==> config.mk <==
export PLATFORM = sky130hd
export DESIGN_NAME = cordic_tune_ctrl_flat
export DESIGN_NICKNAME = d
export VERILOG_FILES = /design/src/rtl/cordic_ctrl_pkg.sv /design/src/rtl/cordic_tune_ctrl_if.sv /design/src/rtl/cordic_ramp_gen.sv /design/src/rtl/cordic_tune_ctrl.sv /design/src/flat_wrapper.sv
export SDC_FILE = /design/constraint.sdc
export NUM_CORES = 1
export LEC_CHECK = 0
export ABC_AREA = 1
export BUFFER_PORTS_ARGS = -buffer_cell sky130_fd_sc_hd__clkbuf_2
export CORE_UTILIZATION = 25
export CTS_CLUSTER_DIAMETER = 40
export DETAILED_ROUTE_END_ITERATION = 10
export PLACE_DENSITY = 0.38
export SLEW_MARGIN = 20
export SYNTH_ARGS = -nofsm -noshare
export SYNTH_HDL_FRONTEND = slang
export SYNTH_SLANG_ARGS = --single-unit
==> constraint.sdc <==
create_clock -name CLK_12MHz -period 7.8 [get_ports CLK_12MHz]
set_input_delay 0.39 -clock CLK_12MHz [delete_from_list [all_inputs] [get_ports CLK_12MHz]]
set_output_delay 0.39 -clock CLK_12MHz [all_outputs]
set_load 0.05 [all_outputs]
==> src/rtl/cordic_ctrl_pkg.sv <==
`default_nettype none
// ============================================================================
//  Module      : cordic_ctrl_pkg
//  Description : Shared types and constants for the CORDIC tuning controller.
//                Holds the FSM state encoding, the default frequency-word
//                width, a 30-degree phase-increment constant and a helper
//                that converts log2(step count) into a step count.
//  Revision    : 1.0 - initial release
// ============================================================================
package cordic_ctrl_pkg;

  localparam int FREQ_W_DEFAULT = 32;

  // Phase increment for 30 degrees per cycle (2^32 / 12).
  localparam logic [31:0] DEG30 = 32'h1555_5555;

  // Step counter is 16 bits: up to 2^15 steps plus the terminal value.
  localparam int STEP_W = 16;

  typedef logic [1:0] state_t;
  localparam state_t ST_IDLE   = 2'd0;
  localparam state_t ST_RAMP   = 2'd1;
  localparam state_t ST_SETTLE = 2'd2;

  function automatic logic [STEP_W-1:0] steps_of(input logic [3:0] log2_steps);
    return STEP_W'(1) << log2_steps;
  endfunction

endpackage
`default_nettype wire

==> src/rtl/cordic_tune_ctrl_if.sv <==
`default_nettype none
// ============================================================================
//  Module      : cordic_tune_ctrl_if
//  Description : Control-plane bundle for the CORDIC tuning controller.
//                master : control plane (issues retune requests / abort)
//                slave  : cordic_tune_ctrl
//  Signals     : req_valid/req_ready handshake, req_freq target word,
//                req_log2_steps ramp length, req_phase_clr, abort,
//                frequency/phase_clr toward the CORDIC, busy/tuned status.
//  Revision    : 1.0 - initial release
// ============================================================================
interface cordic_tune_ctrl_if
  import cordic_ctrl_pkg::*;
#(
  parameter int FREQ_W = FREQ_W_DEFAULT
);

  logic              req_valid;
  logic              req_ready;
  logic [FREQ_W-1:0] req_freq;
  logic [3:0]        req_log2_steps;
  logic              req_phase_clr;
  logic              abort;
  logic [FREQ_W-1:0] frequency;
  logic              phase_clr;
  logic              busy;
  logic              tuned;

  modport master (
    output req_valid, req_freq, req_log2_steps, req_phase_clr, abort,
    input  req_ready, frequency, phase_clr, busy, tuned
  );

  modport slave (
    input  req_valid, req_freq, req_log2_steps, req_phase_clr, abort,
    output req_ready, frequency, phase_clr, busy, tuned
  );

endinterface
`default_nettype wire

==> src/rtl/cordic_ramp_gen.sv <==
`default_nettype none
// ============================================================================
//  Module      : cordic_ramp_gen
//  Description : Linear frequency-word ramp. On i_start it latches the target
//                and a per-step increment (|delta| >> k, sign restored, so
//                truncation is toward zero and never overshoots), then
//                advances o_freq every DWELL cycles for 2^k steps, landing
//                exactly on the target at the last step.
//  Ports       : clk, rst_n      - clock, async active-low reset
//                i_start         - request accepted this cycle
//                i_abort         - stop ramp, hold current o_freq
//                i_target        - target frequency word
//                i_log2_steps    - k, ramp uses 2^k steps
//                o_freq          - registered frequency word
//                o_last_step     - final step happens on the coming edge
//  Revision    : 1.0 - initial release
// ============================================================================
module cordic_ramp_gen
  import cordic_ctrl_pkg::*;
#(
  parameter int FREQ_W = FREQ_W_DEFAULT,
  parameter int DWELL  = 1
) (
  input  wire logic              clk,
  input  wire logic              rst_n,
  input  wire logic              i_start,
  input  wire logic              i_abort,
  input  wire logic [FREQ_W-1:0] i_target,
  input  wire logic [3:0]        i_log2_steps,
  output logic      [FREQ_W-1:0] o_freq,
  output logic                   o_last_step
);

  localparam int            DW_W         = $clog2(DWELL + 1);
  localparam logic [DW_W-1:0] C_DWELL_LAST = DW_W'(DWELL - 1);

  logic [FREQ_W-1:0] r_freq;
  logic [FREQ_W-1:0] r_target;
  logic [FREQ_W-1:0] r_inc;
  logic [STEP_W-1:0] r_nsteps;
  logic [STEP_W-1:0] r_step;
  logic [DW_W-1:0]   r_dwell;
  logic              r_active;

  logic [FREQ_W:0]   w_delta;
  logic              w_neg;
  logic [FREQ_W-1:0] w_mag;
  logic [FREQ_W-1:0] w_mag_sh;
  logic [FREQ_W-1:0] w_inc;
  logic              w_dwell_done;
  logic              w_last;

  // Signed 33-bit difference; magnitude always fits in FREQ_W bits.
  assign w_delta  = {1'b0, i_target} - {1'b0, r_freq};
  assign w_neg    = w_delta[FREQ_W];
  assign w_mag    = w_neg ? (~w_delta[FREQ_W-1:0] + FREQ_W'(1)) : w_delta[FREQ_W-1:0];
  // Shift the magnitude, not the signed value, so the step rounds toward zero.
  assign w_mag_sh = w_mag >> i_log2_steps;
  assign w_inc    = w_neg ? (-w_mag_sh) : w_mag_sh;

  assign w_dwell_done = (r_dwell == C_DWELL_LAST);
  assign w_last       = (r_step == (r_nsteps - STEP_W'(1)));
  assign o_last_step  = r_active && w_dwell_done && w_last && !i_abort;
  assign o_freq       = r_freq;

  always_ff @(posedge clk or negedge rst_n) begin
    if (!rst_n) begin
      r_freq   <= '0;
      r_target <= '0;
      r_inc    <= '0;
      r_nsteps <= '0;
      r_step   <= '0;
      r_dwell  <= '0;
      r_active <= 1'b0;
    end else if (i_start) begin
      r_target <= i_target;
      r_inc    <= w_inc;
      r_nsteps <= steps_of(i_log2_steps);
      r_step   <= '0;
      r_dwell  <= '0;
      r_active <= 1'b1;
    end else if (i_abort) begin
      r_active <= 1'b0;
    end else if (r_active) begin
      if (w_dwell_done) begin
        r_dwell <= '0;
        if (w_last) begin
          // Final step lands exactly on the target, absorbing truncation error.
          r_freq   <= r_target;
          r_active <= 1'b0;
        end else begin
          r_freq <= r_freq + r_inc;
          r_step <= r_step + STEP_W'(1);
        end
      end else begin
        r_dwell <= r_dwell + DW_W'(1);
      end
    end
  end

endmodule
`default_nettype wire

==> src/rtl/cordic_tune_ctrl.sv <==
`default_nettype none
// ============================================================================
//  Module      : cordic_tune_ctrl
//  Description : Tuning controller for the CORDIC NCO/mixer. Accepts retune
//                requests, ramps the frequency word via cordic_ramp_gen,
//                optionally pulses a phase-accumulator clear at the target,
//                waits PIPE_LAT cycles for the CORDIC pipeline, then flags
//                the output as tuned.
//  Ports       : CLK_12MHz - system clock (rising edge)
//                RST_N     - asynchronous active-low reset
//                bus       - cordic_tune_ctrl_if slave modport
//  Revision    : 1.0 - initial release
// ============================================================================
module cordic_tune_ctrl
  import cordic_ctrl_pkg::*;
#(
  parameter int FREQ_W   = FREQ_W_DEFAULT,
  parameter int DWELL    = 1,
  parameter int PIPE_LAT = 16
) (
  input  wire logic          CLK_12MHz,
  input  wire logic          RST_N,
  cordic_tune_ctrl_if.slave  bus
);

  localparam int               SET_W         = $clog2(PIPE_LAT + 1);
  localparam logic [SET_W-1:0] C_SETTLE_LAST = SET_W'(PIPE_LAT - 1);

  state_t            r_state;
  logic [SET_W-1:0]  r_settle;
  logic              r_pclr_flag;
  logic              r_phase_clr;
  logic              r_tuned;

  logic              w_idle;
  logic              w_accept;
  logic              w_abort;
  logic              w_last_step;
  logic [FREQ_W-1:0] w_freq;

  assign w_idle   = (r_state == ST_IDLE);
  assign w_accept = w_idle && bus.req_valid && !bus.abort;
  // abort only has an effect while a ramp or settle is in progress.
  assign w_abort  = bus.abort && !w_idle;

  assign bus.req_ready = w_idle && !bus.abort;
  assign bus.busy      = !w_idle;
  assign bus.frequency = w_freq;
  assign bus.phase_clr = r_phase_clr;
  assign bus.tuned     = r_tuned;

  cordic_ramp_gen #(
    .FREQ_W (FREQ_W),
    .DWELL  (DWELL)
  ) u_ramp (
    .clk          (CLK_12MHz),
    .rst_n        (RST_N),
    .i_start      (w_accept),
    .i_abort      (w_abort),
    .i_target     (bus.req_freq),
    .i_log2_steps (bus.req_log2_steps),
    .o_freq       (w_freq),
    .o_last_step  (w_last_step)
  );

  always_ff @(posedge CLK_12MHz or negedge RST_N) begin
    if (!RST_N) begin
      r_state     <= ST_IDLE;
      r_settle    <= '0;
      r_pclr_flag <= 1'b0;
      r_phase_clr <= 1'b0;
      r_tuned     <= 1'b0;
    end else begin
      r_phase_clr <= 1'b0;
      case (r_state)
        ST_IDLE: begin
          if (w_accept) begin
            r_pclr_flag <= bus.req_phase_clr;
            r_tuned     <= 1'b0;
            r_state     <= ST_RAMP;
          end
        end
        ST_RAMP: begin
          if (w_abort) begin
            r_state <= ST_IDLE;
          end else if (w_last_step) begin
            r_phase_clr <= r_pclr_flag;
            r_settle    <= '0;
            r_state     <= ST_SETTLE;
          end
        end
        ST_SETTLE: begin
          if (w_abort) begin
            r_state <= ST_IDLE;
          end else if (r_settle == C_SETTLE_LAST) begin
            r_tuned <= 1'b1;
            r_state <= ST_IDLE;
          end else begin
            r_settle <= r_settle + SET_W'(1);
          end
        end
        default: r_state <= ST_IDLE;
      endcase
    end
  end

endmodule
`default_nettype wire

==> src/flat_wrapper.sv <==
// flat-port wrapper written by rule: the top's interface ports become plain ports
module cordic_tune_ctrl_flat import cordic_ctrl_pkg::*;
#(
  parameter int FREQ_W   = FREQ_W_DEFAULT,
  parameter int DWELL    = 1,
  parameter int PIPE_LAT = 16
)
  (CLK_12MHz, RST_N, bus_req_valid, bus_req_freq, bus_req_log2_steps, bus_req_phase_clr, bus_abort, bus_req_ready, bus_frequency, bus_phase_clr, bus_busy, bus_tuned);
  cordic_tune_ctrl_if #(.FREQ_W(FREQ_W)) bus_i ();
  input  wire logic CLK_12MHz;
  input  wire logic RST_N;
  input wire logic [$bits(bus_i.req_valid)-1:0] bus_req_valid;
  input wire logic [$bits(bus_i.req_freq)-1:0] bus_req_freq;
  input wire logic [$bits(bus_i.req_log2_steps)-1:0] bus_req_log2_steps;
  input wire logic [$bits(bus_i.req_phase_clr)-1:0] bus_req_phase_clr;
  input wire logic [$bits(bus_i.abort)-1:0] bus_abort;
  output wire logic [$bits(bus_i.req_ready)-1:0] bus_req_ready;
  output wire logic [$bits(bus_i.frequency)-1:0] bus_frequency;
  output wire logic [$bits(bus_i.phase_clr)-1:0] bus_phase_clr;
  output wire logic [$bits(bus_i.busy)-1:0] bus_busy;
  output wire logic [$bits(bus_i.tuned)-1:0] bus_tuned;
  assign bus_i.req_valid = bus_req_valid;
  assign bus_i.req_freq = bus_req_freq;
  assign bus_i.req_log2_steps = bus_req_log2_steps;
  assign bus_i.req_phase_clr = bus_req_phase_clr;
  assign bus_i.abort = bus_abort;
  assign bus_req_ready = bus_i.req_ready;
  assign bus_frequency = bus_i.frequency;
  assign bus_phase_clr = bus_i.phase_clr;
  assign bus_busy = bus_i.busy;
  assign bus_tuned = bus_i.tuned;
  cordic_tune_ctrl #(.FREQ_W(FREQ_W), .DWELL(DWELL), .PIPE_LAT(PIPE_LAT)) u_core (.CLK_12MHz(CLK_12MHz), .RST_N(RST_N), .bus(bus_i));
endmodule
# After elaboration in Yosys (flattened, before gate mapping)

Index checks and enable logic that the tools add are counted.

Bits in registers: 140

$add $sub $neg: 8
Eq/ne operators: 15
Shift operators: 2
Muxes and demuxes: 35
Bitwise gates (word level): 4
Reductions and logical operators: 21

Operators by type and width:

| operator                                            | number |
|---|---|
| two-way mux 32 bit                                  | 3 |
| two-way mux 16 bit                                  | 5 |
| subtractor 32 x 32 -> 33 bit                        | 1 |
| adder 32 x 1 -> 32 bit, second input constant       | 1 |
| adder 32 bit                                        | 1 |
| negation 32 bit                                     | 1 |
| NOT 32 bit                                          | 1 |
| right shift 32 x 4 -> 32 bit                        | 1 |
| two-way mux 5 bit                                   | 4 |
| adder 16 x 1 -> 16 bit, second input constant       | 1 |
| equality test 16 bit                                | 1 |
| inequality test 2 bit, second input constant        | 8 |
| left shift 1 x 4 -> 16 bit, first input constant    | 1 |
| subtractor 16 x 1 -> 16 bit, second input constant  | 1 |
| two-way mux 1 bit                                   | 15 |
| AND reduction 4 bit                                 | 3 |
| two-way mux 2 bit                                   | 5 |
| one-hot mux 5 bit (2 select lines)                  | 1 |
| logical AND 1 bit                                   | 7 |
| one-hot mux 2 bit (3 select lines)                  | 1 |
| nonzero test 2 bit                                  | 3 |
| adder 5 x 1 -> 5 bit, second input constant         | 1 |
| equality test 5 x 4 -> 1 bit, second input constant | 1 |
| AND reduction 5 bit                                 | 1 |
| 12 further kinds                                    | 17 |

# Longest topological paths before layout

Gate-level depths: netlist of the first run.

Depth after elaboration: 8
Gate-level depth with buffers: 36
Gate-level depth less buffers: 36

# Cells and area by module

From an unflattened synthesis of the first run, not the netlist that was laid out.

Cell total of the unflattened synthesis: 2328
Area total of the unflattened synthesis: 14386.3 µm²

Modules (own cells, without submodules):

| module           | instances | cells each | area each (µm²) |
|---|---|---|---|
| cordic_ramp_gen  | 1         | 2265       | 13849.5 |
| cordic_tune_ctrl | 1         | 63         | 536.8 |

# Worst setup path before layout of the first run

OpenSTA, ideal clock, no wires.

Kind: register -> register
Start: reg u_core.u_ramp.r_freq[0] (netlist: u_core.u_ramp.o_freq[0])
End: reg u_core.u_ramp.r_inc[26]
Library setup time: 117 ps
Arrival: 4029 ps
Required time: 7683 ps
Slack: 3653 ps
Cell stages (with the launch flop): 30
Period minus slack after synthesis: 4147 ps
Path through: dfrtp_1 ha_1 fa_1 ha_1 a21boi_0 nand3_1 nor2_1 nand2_2 nor2_4 nand2_2 nor2_2 nand2_1 nand2_1 nand2_1 nand3_1 nand3_1 nand3_1 nand3_1 nand2_1 ha_1 inv_1 nor2_2 nand3_2 o21ai_4 nand2_2 nor2_2 buf_6 nand4_1 nand3_1 nand2_1

Longest elaborated chain between the ends: 7

RTL lines:

| element                        | line                  | text |
|---|---|---|
| from (decl)                    | cordic_ramp_gen.sv:37 | `logic [FREQ_W-1:0] r_freq;` |
| from (signal assigned)         | cordic_ramp_gen.sv:89 | `r_freq <= r_target;` |
| from (signal assigned)         | cordic_ramp_gen.sv:92 | `r_freq <= r_freq + r_inc;` |
| subtractor 32 x 32 -> 33 bit * | cordic_ramp_gen.sv:54 | `assign w_delta = {1'b0, i_target} - {1'b0, r_freq};` |
| NOT 32 bit                     | cordic_ramp_gen.sv:56 | `assign w_mag = w_neg ? (~w_delta[FREQ_W-1:0] + FREQ_W'(1)) : w_delta[FREQ_W-1:0];` |
| adder 32 x 1 -> 32 bit         | cordic_ramp_gen.sv:56 |  |
| two-way mux 32 bit             | cordic_ramp_gen.sv:56 |  |
| right shift 32 x 4 -> 32 bit   | cordic_ramp_gen.sv:58 | `assign w_mag_sh = w_mag >> i_log2_steps;` |
| negation 32 bit                | cordic_ramp_gen.sv:59 | `assign w_inc = w_neg ? (-w_mag_sh) : w_mag_sh;` |
| two-way mux 32 bit *           | cordic_ramp_gen.sv:59 |  |
| to (signal assigned)           | cordic_ramp_gen.sv:77 | `r_inc <= w_inc;` |
| to (decl)                      | cordic_ramp_gen.sv:39 | `logic [FREQ_W-1:0] r_inc;` |

Every way passes the cells marked *; elsewhere a longest branch is shown, timed or not.
A chain may end at the register's enable or synchronous reset.

# Worst setup path after layout of the first run

Start: reg u_core.u_ramp.r_freq[30] (netlist: u_core.u_ramp.o_freq[30])
End: reg u_core.u_ramp.r_inc[24]

Same word-level chain as after synthesis.

==> summary.md, run 1 <==
| Metric | Value |
|---|---|
| Post-Synthesis Cells | 2311 |
| Die area | 57600 µm² |
| Nets | 2461 |
| Initial Util | 25.5% |
| Slew margin rel. | 27.3% |
| Fin crit period | 5.17 ns |
| Initial antenna violation count | 0 |
| Hpwl dp | 41400 µm |
| Clock slew at reported path FFs | 0.07 ns |
| CTS tree | done |
| Power per Cell Area | 449 nW/µm² |
| Vias per cell | 4.67 |
| Io pins | 77 |
| GRT Total Usage | 19.1% |
| Synth top area cells | dfrtp_1 25%, nand2_1 21%, nand3_1 9.4%, inv_1 7.5%, ha_1 6.1% |
| GPL Wtd Cong | 0.860 |
| Largest net degree at the start of global routing | 77 |
| Final TNS setup | 0 ns |
| Core Rows | 86 |
| FF/Latch Area | 3480 µm² |
| Commonest non-fill, non-tap cell in the layout | nand2_1 |
| Final setup viols | 0 |
| Skew final | 0.00803 ns |
| Final Hold Fails | 0 |
| Worst Path Arrival | 5.54 ns |
| Syn_nets | 2423 |
| Number of synthesized flops with an enable pin | 0 |
| WHS Path Cells | 3 |
| CP required | 8.17 ns |
| Largest area contributor in the netlist | dfrtp_1 |
| Syn avg cell area | 6.13 µm² |
| Crit. End Element | register |
| Clk sinks | 139 |
| Die X-Extent | 240 µm |
| Inserted Clock Buffers | 17 |
| Max cap viols | 0 |
| RSZ-0062 raised after global routing | no |
| H-tree levels | 4 |
| Syn Std Cell Area | 14200 µm² |
| Worst hold path class | input pin to register |
| FILL cells | 6326 |
| Design Power | 7.13 mW |
| Layout area overhead | 12.1% |
| Placement Cell Area | 15300 µm² |
| Vias in the first global route | 14359 |
| Ys flop type | dfrtp_1 |
| Count of pins over their slew limit | 0 |
| First-pass GRT wire length | 83300 µm |
| Die Height | 240 µm |
| Top cell type's share of synthesized area | 24.6% |
| Multi-input gate area | 9290 µm² |
| Slew @ Worst Pin | 1.09 ns |
| Crit-path max FO | 76 |
| CTS Buffer Depth | 2 |
| Leakage | 8.42 nW |
| Routed Wire Length | 52900 µm |
| Post-synth cell types | 51 |
| Max IR drop VDD | 0.143 mV |
| Gr ovfl total | 0 |
| Clk Latency, worst-skew pair | 0.48 ns |
| Detail Route Antenna Nets | 0 |
| Finished Cell Area | 15900 µm² |
| # Post-CTS Setup Buffers | 0 |
| Commonest non-fill, non-tap cells in the layout | 810 x nand2_1, 284 x inv_1, 266 x nand3_1 |
| Core footprint | 55500 µm² |
| Max Fclk | 194 MHz |
| Tcrit/Tclk final | 66.2% |
| Post-CTS resize count | 0 |
| Number of port buffers | 76 |
| Routed len/inst | 17.0 µm |
| Seq/Total Area, Yosys | 24.6% |
| Ys Warns | 0 |
| DRC errors left | 0 |
| CTS Root Cell | clkbuf_16 |
| Status | complete, no violations |
| CP Class | register to register |
| Synth Register Bits | 139 |
| # diodes | 0 |
| Crit start category | register |
| Share of post-route cells with drive strength above 1 | 11.0% |
| Total number of vias | 14539 |
| R2R depth | 25 |
| Starting DRT DRC Count | 1001 |
| Asr flop ratio synth | 100% |
| Drt pass-1 iters | 6 |
synthesized netlist by cell type (8+ instances only):
cell type and count:
xnor2_1 24, o21ai_1 12, o21bai_1 8, nand3_1 267
xor2_1 46, nand2_2 46, a31oi_1 10, nor3_1 16
a21oi_1 78, dfrtp_1 139, o21ai_0 114, o22ai_1 13
clkbuf_1 37, nand2_1 811, o211ai_1 17, buf_2 20
ha_1 69, nor2_2 25, nand3_2 35, nand4_1 29
nor2_1 123, inv_2 10, buf_1 8, inv_1 284
worst max-delay path: stages (launching register included):
cell and delay (ns):
dfrtp_1 0.41, inv_1 0.11, ha_1 0.37, nand2_1 0.10
a21oi_1 0.04, nor3b_1 0.33, o21ai_0 0.27, a21oi_4 0.16
buf_4 0.65, nand2_1 0.14, xor2_1 0.20, mux2i_1 0.18
nand2_1 0.11, nand3_1 0.13, nand3_1 0.11, nand2_1 0.15
ha_1 0.15, inv_1 0.06, nor2_2 0.14, nand3_2 0.12
o21ai_4 0.21, nand2_2 0.11, nor2_2 0.42, nand4_1 0.16
nand3_1 0.13, nand2_1 0.06
repair_timing:
item                                    4_1_cts  5_1_grt
hold buffers                                  1        0
hold endpoints to repair                     23        0
endpoints found under the setup margin        0        0
layer usage:
metal  vias up  part of all wire, %  routed length [µm]  GRT usage [%]
li1       7528                    -                   -              -
met1      6698                   47               25000           24.6
met2       267                   46               24500           32.0
met3        46                  3.3                1730           2.85
met4         0                  3.0                1600           7.01
met5         -                    0                   0              0
power by group:
| group | switching (mW) | total [mW] | internal, mW | leakage [nW] |
|---|---|---|---|---|
| combinational | 3.53 | 5.14 | 1.61 | 6.38 |
| sequential | 0.220 | 1.15 | 0.932 | 1.76 |
| clock | 0.371 | 0.841 | 0.470 | 0.273 |
| total | 4.13 | 7.13 | 3.01 | 8.42 |
registers in the layout, summed over array words and instances, names as in the netlist:
| name | cells |
|---|---|
| u_core.bus.phase_clr | 1 |
| u_core.u_ramp.r_nsteps | 16 |
| u_core.bus.tuned | 1 |
| u_core.r_settle | 5 |
| u_core.u_ramp.r_target | 32 |
| u_core.r_state | 2 |
| u_core.r_pclr_flag | 1 |
| u_core.u_ramp.r_active | 1 |
| u_core.u_ramp.r_inc | 32 |
| u_core.u_ramp.r_step | 16 |
| u_core.u_ramp.o_freq | 32 |
kinds of logic after synthesis:
logic type	count (synthesis)	share of synthesized area, %
and+or+nand+nor	1380	43.2
adders and majority gates	71	6.38
muxes	1	0.0707
xor gates and xnor gates	70	4.33
AOI/OAI and AO/OA	283	11.4
DFF	139	24.6
buffers and inverters	367	10.0
layout make-up:
cell class	count	share of cell area, %
clock inverters	14	0.914
well taps	748	5.89
multi-input cells	1805	58.5
flip-flops and latches	139	21.9
clock buffers	18	2.70
repair buffers	88	3.02
inverters	298	7.05
path summary, 6_finish.rpt:
| path | start | endpoint | slack [ns] |
|---|---|---|---|
| worst min-delay path | bus_req_freq[17] | u_core.u_ramp.r_target[17] | 0.12 |
| worst min register to register | u_core.u_ramp.r_target[28] | u_core.u_ramp.r_target[28] | 0.48 |
| worst max-delay path | u_core.u_ramp.o_freq[30] | u_core.u_ramp.r_inc[24] | 2.63 |
| worst max register to register | u_core.u_ramp.o_freq[30] | u_core.u_ramp.r_inc[24] | 2.63 |
| max in group asynchronous | RST_N | u_core.u_ramp.r_step[1] | 6.30 |
| min in group asynchronous | RST_N | u_core.u_ramp.o_freq[7] | 0.35 |
metrics by stage:
stage          cells  setup WS (ns)  hold slack [ns]  util, %
2_1_floorplan   2311           3.65           0.0944        -
3_3_place_gp    3077           2.63            0.285     27.6
3_5_place_dp    3077           2.58            0.288     27.6
4_1_cts         3110           2.59           0.0785     28.6
5_1_grt         3110           1.92            0.115     28.6
6_report        3110           2.63            0.121     28.6
(Power assumes the default switching activity.)
==> inputs of run 2 (changes only) <==
- ABC_AREA: 1 -> 0
- PLACE_DENSITY: 0.38 -> 0.4
- clock period: 7.8 -> 4.43 ns (I/O delays scaled with it)
==> summary.md, run 2 <==
| Metric | Value |
|---|---|
| Status | finished with violations |
| Failing checks | negative setup slack |
| CTS tree | done |
| Io pins | 77 |
| DRC errors left | 0 |
| Post-Synthesis Cells | 1915 |
| Vias per cell | 5.18 |
| Cell mode on critical path | buf_4 |
| R2R depth | 25 |
| Final setup viols | 32 |
| Setup ws final | -1.08 ns |
| Core Rows | 87 |
| Share of post-route cells with drive strength above 1 | 38.0% |
| Final Hold Fails | 0 |
| Design Power | 21.7 mW |
| CP Class | register to register |
| Starting DRT DRC Count | 1086 |
| Top-count cell post-synth | nand2_1 |
| Hpwl dp | 50400 µm |
| Commonest non-fill, non-tap cell in the layout | buf_4 |
| Crit-path max FO | 6 |
| Synth top area cells | dfrtp_1 24%, nand2_1 7.2%, ha_1 6.0%, a21oi_1 4.2%, xnor2_1 4.0% |
| Vias in the first global route | 16639 |
| Asr flop ratio synth | 100% |
| Ys Warns | 0 |
| Skew final | 0.00876 ns |
| First-pass GRT wire length | 98600 µm |
| Layout area overhead | 53.4% |
| Crit. End Element | register |
| H-tree levels | 4 |
| Die Height | 243 µm |
| Largest net degree at the start of global routing | 67 |
| CP peak stage delay | 0.40 ns |
| Die area | 59000 µm² |
| CP required | 4.76 ns |
| WHS Path Cells | 4 |
| Number of synthesized flops with an enable pin | 0 |
| Slew @ Worst Pin | 0.989 ns |
| Ys flop type | dfrtp_1 |
| Initial Util | 25.5% |
| Routed Wire Length | 64500 µm |
| Drt pass-1 iters | 6 |
| Total number of vias | 16940 |
| Number of port buffers | 76 |
| Worst hold path class | input pin to register |
| Syn Std Cell Area | 14500 µm² |
| Seq/Total Area, Yosys | 24.0% |
| RSZ-0062 raised after global routing | yes |
| Clock slew at reported path FFs | 0.07 ns |
| GRT Total Usage | 21.7% |
| Post-synth cell types | 114 |
| Leakage | 9.95 nW |
| Syn_nets | 2027 |
| Pre-CTS setup slack | -1.65 ns |
| Largest area contributor in the netlist | dfrtp_1 |
| Gr ovfl total | 0 |
| # diodes | 0 |
| Routed len/inst | 19.7 µm |
| Slew margin rel. | 33.8% |
| Clk sinks | 139 |
| Power per Cell Area | 976 nW/µm² |
| Initial antenna violation count | 1 |
| Tcrit/Tclk final | 124% |
| Top cell type's share of synthesized area | 24.0% |
| Die X-Extent | 243 µm |
| Core footprint | 56800 µm² |
| Clk Latency, worst-skew pair | 0.48 ns |
| Detail Route Antenna Nets | 0 |
| Worst Path Arrival | 5.84 ns |
| Count of pins over their slew limit | 0 |
| Inserted Clock Buffers | 17 |
| Nets | 2612 |
| GPL Wtd Cong | 0.928 |
| Max IR drop VDD | 0.301 mV |
| Hold WS | 0.0418 ns |
| Crit start category | register |
| Synth Register Bits | 139 |
| Max cap viols | 0 |
| Final TNS setup | -26.78 ns |
| CTS Buffer Depth | 2 |
| Commonest non-fill, non-tap cells in the layout | 559 x buf_4, 274 x nand2_1, 146 x nor2_1 |
| CTS Root Cell | clkbuf_16 |
| Slowest CP cell | dfrtp_2 |
| Syn avg cell area | 7.57 µm² |
| Top post-synthesis cells by count | 279 x nand2_1, 155 x nor2_1, 139 x dfrtp_1 |
| Max Fclk | 181 MHz |
| Fin crit period | 5.51 ns |
| Final core occ | 39.2% |
==> run 2: cell count changes in the layout (fill, tap and decap cells not counted), sizes merged, moves of 42 or more <==
| cell | change |
|---|---|
| nand2 | -577 |
| buf | +573 |
| nand3 | -230 |
| inv | -223 |
| a211oi | +56 |
| a21oi | +43 |
| xnor2 | +43 |
| nor3 | +42 |
==> run 2: per-layer routing <==
layer  wire length, µm  global-route usage, %  vias up
met5                13                      0        -
met1             31700                   30.6     8252
met3              2760                   3.74       74
met4              1470                   7.08        2
li1                  -                      -     8230
met2             28600                   33.2      382
==> run 2: what timing repair did <==
| item | CTS | global route |
|---|---|---|
| setup buffers | 23 | 20 |
| gates cloned | 2 | 0 |
| gates resized for setup | 162 | 110 |
| hold buffers | 21 | 0 |
| endpoints found under the hold margin | 84 | 0 |
| pin swaps | 75 | 64 |
| endpoints found under the setup margin | 36 | 46 |
==> run 2: cell families after synthesis <==
logic type / share of synthesized area [%]
and+or+nand+nor: 25.6
xor gates and xnor gates: 7.42
AOI/OAI and AO/OA: 28.5
DFF: 24.0
muxes: 3.30
buffers and inverters: 5.01
adders and majority gates: 6.23
==> run 2: critical path: cells and delay by family, from the launching register on <==
| kind | cells | cell delay [ns] |
|---|---|---|
| adders and majority gates | 1 | 0.30 |
| buffers and inverters | 7 | 1.09 |
| muxes | 2 | 0.45 |
| xor gates and xnor gates | 1 | 0.17 |
| AOI/OAI and AO/OA | 12 | 2.30 |
| and+or+nand+nor | 2 | 0.64 |
| DFF | 1 | 0.40 |
==> run 2: worst paths after layout <==
path                                           startpoint                         end  slack (ns)
worst max-delay path              u_core.u_ramp.o_freq[5]     u_core.u_ramp.r_inc[20]       -1.08
worst min-delay path                     bus_req_freq[31]  u_core.u_ramp.r_target[31]        0.04
worst max register to register    u_core.u_ramp.o_freq[5]     u_core.u_ramp.r_inc[20]       -1.08
worst min register to register  u_core.u_ramp.r_target[4]   u_core.u_ramp.r_target[4]        0.47
max in group asynchronous                           RST_N  u_core.u_ramp.r_target[17]        3.03
min in group asynchronous                           RST_N      u_core.u_ramp.r_inc[0]        0.28
==> run 2: stage by stage <==
stage	instances	cell area [µm²]
2_1_floorplan	1915	14600
3_3_place_gp	3171	19600
3_5_place_dp	3171	19600
4_1_cts	3249	21500
5_1_grt	3269	22200
6_report	3269	22200
==> run 2: cell type report <==
class,instances,area (µm²)
repair buffers,683,5200
multi-input cells,1589,11700
well taps,756,946
clock inverters,14,208
flip-flops and latches,139,3490
clock buffers,18,439
fillers,5934,34600
inverters,70,263
==> run 2: report_power, final <==
| part | total, mW | internal [mW] | switching [mW] |
|---|---|---|---|
| sequential | 1.92 | 1.64 | 0.274 |
| combinational | 18.2 | 8.43 | 9.75 |
| clock | 1.63 | 0.970 | 0.660 |
| total | 21.7 | 11.0 | 10.7 |
